<file path="config.mk">
export PLATFORM = sky130hd
export DESIGN_NAME = wt_inval_queue
export DESIGN_NICKNAME = d
export VERILOG_FILES = /design/src/rtl/wt_inval_queue.sv
export SDC_FILE = /design/constraint.sdc
export NUM_CORES = 1
export LEC_CHECK = 0
export ABC_AREA = 1
export BUFFER_PORTS_ARGS = -buffer_cell sky130_fd_sc_hd__clkbuf_2
export CAP_MARGIN = 20
export CORE_AREA = 2 2 227 117
export CTS_CLUSTER_DIAMETER = 60
export DETAILED_ROUTE_END_ITERATION = 10
export DIE_AREA = 0 0 229 119
export GPL_TIMING_DRIVEN = 0
export PLACE_DENSITY = 0.55
export SKIP_LAST_GASP = 1
export SYNTH_ARGS = -nofsm -noshare
export SYNTH_HDL_FRONTEND = slang
export SYNTH_SLANG_ARGS = --single-unit
</file>
<file path="constraint.sdc">
create_clock -name clk_i -period 4.85 [get_ports clk_i]
set_input_delay 0.7275 -clock clk_i [delete_from_list [all_inputs] [get_ports clk_i]]
set_output_delay 0.7275 -clock clk_i [all_outputs]
set_load 0.02 [all_outputs]
</file>
<file path="src/rtl/wt_inval_queue.sv">
// wt_inval_queue: line-aligned FIFO of snoop invalidation requests feeding
// the write-through D$ invalidation port. Optional duplicate-line coalescing
// is enabled by defining WT_INVAL_MERGE_EN; without it every accepted request
// is enqueued and merge_cnt_o is tied to zero.
module wt_inval_queue #(
   parameter int unsigned Depth       = 4,
   parameter int unsigned OffsetWidth = 4
) (
   input  logic                       clk_i,
   input  logic                       rst_i,
   input  logic [63:0]                snoop_addr_i,
   input  logic                       snoop_valid_i,
   output logic                       snoop_ready_o,
   output logic [63:0]                inval_addr_o,
   output logic                       inval_valid_o,
   input  logic                       inval_ready_i,
   output logic [$clog2(Depth):0]     level_o,
   output logic [7:0]                 merge_cnt_o
);

   localparam int unsigned PtrW = $clog2(Depth);
   localparam int unsigned LvlW = PtrW + 1;
   localparam logic [63:0] AlignMask = {{(64 - OffsetWidth){1'b1}}, {OffsetWidth{1'b0}}};

   logic [63:0]     mem [Depth];
   logic [PtrW-1:0] wr_ptr;
   logic [PtrW-1:0] rd_ptr;
   logic [LvlW-1:0] level;
   logic [63:0]     aligned;
   logic            push;
   logic            pop;
   logic            hit;
   logic            enq;

   assign aligned       = snoop_addr_i & AlignMask;
   // Ready and valid depend only on registered occupancy, so a pop never
   // frees a slot for a push in the same cycle.
   assign snoop_ready_o = (level != LvlW'(Depth));
   assign inval_valid_o = (level != '0);
   assign inval_addr_o  = mem[rd_ptr];
   assign level_o       = level;

   assign push = snoop_valid_i && snoop_ready_o;
   assign pop  = inval_valid_o && inval_ready_i;
   assign enq  = push && !hit;

`ifdef WT_INVAL_MERGE_EN
   logic [7:0] merge_cnt;

   // Match the incoming line against pending entries; the head is excluded
   // while it pops so a request arriving after delivery is never lost.
   always_comb begin
      hit = 1'b0;
      for (int unsigned k = 0; k < Depth; k++) begin
         if ((LvlW'(k) < level) && !((k == 0) && pop) &&
             (mem[rd_ptr + PtrW'(k)] == aligned)) begin
            hit = 1'b1;
         end
      end
   end

   // Saturating count of coalesced requests.
   always_ff @(posedge clk_i or posedge rst_i) begin
      if (rst_i) begin
         merge_cnt <= '0;
      end else if (push && hit && (merge_cnt != '1)) begin
         merge_cnt <= merge_cnt + 8'd1;
      end
   end

   assign merge_cnt_o = merge_cnt;
`else
   assign hit         = 1'b0;
   assign merge_cnt_o = '0;
`endif

   // Entry storage; contents are not reset, validity comes from level.
   always_ff @(posedge clk_i) begin
      if (enq) begin
         mem[wr_ptr] <= aligned;
      end
   end

   // Pointer and occupancy registers.
   always_ff @(posedge clk_i or posedge rst_i) begin
      if (rst_i) begin
         wr_ptr <= '0;
         rd_ptr <= '0;
         level  <= '0;
      end else begin
         if (enq) begin
            wr_ptr <= wr_ptr + PtrW'(1);
         end
         if (pop) begin
            rd_ptr <= rd_ptr + PtrW'(1);
         end
         case ({enq, pop})
            2'b10:   level <= level + LvlW'(1);
            2'b01:   level <= level - LvlW'(1);
            default: level <= level;
         endcase
      end
   end

endmodule

</file>
==> results.ini <==
[global_routing]
grt_max_degree = 28
grt_util_met2 = 0.2491
grt_pass1_wl_mm = 34.76
overflow = 0
antenna_found_initial = 1
grt_pass1_vias = 5948
met1_usage = 0.2526
top_usage_layer = met1
use_met3 = 0.03760
track_usage = 0.1680

[floorplanning]
die_x_um = 229
fp.dieH_um = 119
dieArea_um2 = 27250
coreArea_um2 = 25640
ioPinCount = 145
row_count = 42
initial_utilization = 0.3891

[clock_network]
cts-root-buf = clkbuf_16
cts_setup_buffers = 0
cts_tree = yes
clk_latency_ps = 520
clock_path_buffers = 3
clkTransAtPathRegs_ps = 70
cts.sinks = 247
postCtsHoldBufs = 0
htreeDepth = 1
cts_resized = 0
cts_buffers = 23

[route]
firstDrtPassIters = 5
avgRoutedWirePerCell_um = 17.19
drtIter0Drc = 364
ant_nets = 0
viasPerCell = 4.676
dr_total_vias = 6153
routed_wl_mm = 22.63
drcViolationCount = 0

[finish]
nNetsFinal = 1020
final_cell_mix = edfxtp_1 (240), nand2_1 (197), inv_1 (135)
fill_cells = 2333
mostFrequentLayoutCell = edfxtp_1
multi_input_area_um2 = 1868
finalInstanceArea_um2 = 12070
syn2layout_area_growth_pct = 20.95
ff_latch_area_um2 = 7382
drive_gt1_frac = 0.2201
fin_util = 0.4707

[sta]
maxSlewHeadroom = 0.4934
finalCriticalPeriod_ps = 2875
finalSetupTns_ps = 0
slew_viol_final = 0
period_share = 0.5928
fin_worst_skew_ps = 8.403
setup_viol = 0
clock.fmax_mhz = 347.8
timing.hold.ws_ps = 111.6
finalHoldViolCount = 0
worst-slew-pin-transition_ps = 758.1
rsz0062_at_grt = no

[pwr]
seqPwrFrac = 0.376
power_density_nw_per_um2 = 639.2
p_int_w = 0.004726
clkPwrFrac = 0.232
power.switching_w = 0.002990
power_frac_comb = 0.392
ir_drop_v = 0.0003169
leakagePower_nw = 4.967
swShare = 0.3875

[worst_setup_path]
r2r_slack_ps = 2450
cp_data_arrival_time_ps = 2150
worst_setup_path_start_kind = flip-flop
cp_max_fo = 10
criticalPathCategory = flip-flop to output pin
required_ps = 4120
endpoint_kind = output pin

[worst_hold_path]
hold_class = input port to async pin

[yosys]
syn_area_um2 = 9980
ys_types = 18
postSynthAreaPerCell_um2 = 12.91
ys_ff_latch = 247
seq_area_frac_synth = 0.7397
yosysWarnings = 0
netlist_instances = 773

[placement]
post_dp_cell_area_um2 = 11340
portBuffers = 128
dpl.hpwl_mm = 14.95
routabilityCongestion = 0.7211

[status]
outcome = finished, final reports clean

[job]
maxCapViolCount = 0

-- layer usage --
metal / up-vias / routed length (µm)
li1: 2998 / -
met5: - / 0
met3: 37 / 1305
met1: 2958 / 11160
met4: 0 / 440
met2: 160 / 9721
-- worst max-delay path: stages (launching register included) --
cell,delay [ps]
dfrtp_1,420
inv_2,190
clkbuf_1,490
nand2_1,110
o211ai_1,100
nand2_1,130
clkbuf_2,180
-- flip-flops by register name (all words and copies together), names as in the netlist --
signal   count
level_o      3
mem        240
rd_ptr       2
wr_ptr       2
-- kinds of logic (layout without fill, tap and decap cells) --
kind of cell	after synthesis	in the layout	share of synthesized area
xor+xnor	1	1	0.0008778
compound gates	121	121	0.09077
simple gates	209	209	0.07974
flops	247	247	0.7397
fa+ha+maj	6	6	0.008275
other cells	1	13	0.0003758
buf+inv	188	367	0.08024
-- metrics by stage --
stage | worst slack, ps | power, W | std cells
4_1_cts | 1912 | 0.007832 | 1315
3_3_place_gp | -1553 | 0.005956 | 1264
5_1_grt | 1734 | 0.008198 | 1315
6_report | 1975 | 0.007716 | 1316
2_1_floorplan | 790.2 | 0.004842 | 784
3_5_place_dp | 2307 | 0.006041 | 1273
-- synth_stat cells (all sizes together) --
cell type / count / area [µm²]
nand2: 197 / 739.5
clkbuf: 11 / 41.29
dfrtp: 7 / 175.2
o21ai: 1 / 5.000
edfxtp: 240 / 7207
nand4: 1 / 6.260
ha: 5 / 62.56
xnor2: 1 / 8.760
o211ai: 120 / 900.9
nor2: 4 / 15.01
fa: 1 / 20.02
inv: 137 / 514.3
buf: 40 / 245.2
nand3: 7 / 35.03
conb: 1 / 3.750
-- area by class of cell --
class / count / area share
Multi-Input combinational cell: 349 / 0.1548
Timing Repair Buffer: 137 / 0.07049
Buffer: 51 / 0.02374
Sequential cell: 247 / 0.6116
Inverter: 137 / 0.04260
Clock inverter: 10 / 0.007982
Clock buffer: 32 / 0.05214
Antenna cell: 1 / 0.0002073
Tap cell: 352 / 0.03649
-- power by group through the flow --
stage	clock [W]	combinational (W)	sequential, W
final	0.00179	0.00303	0.00290
after global routing	0.00192	0.00334	0.00294
after CTS	0.00183	0.00310	0.00290
after detailed placement	0	0.00309	0.00295
after global placement	0	0.00293	0.00302
after floorplan	0	0.00186	0.00298
-- path summary, 6_finish.rpt --
kind,to,depth (start not counted),startpoint
worst max register to register,mem[3][16],6,level_o[0]
worst max-delay path,inval_addr_o[24],6,rd_ptr[0]
worst min register to register,level_o[0],1,level_o[0]
min in group clk_i,mem[2][22],1,snoop_addr_i[26]
worst min-delay path,level_o[0],2,rst_i
max in group asynchronous,level_o[1],2,rst_i
No activity file was read; power rests on OpenSTA's default activity.
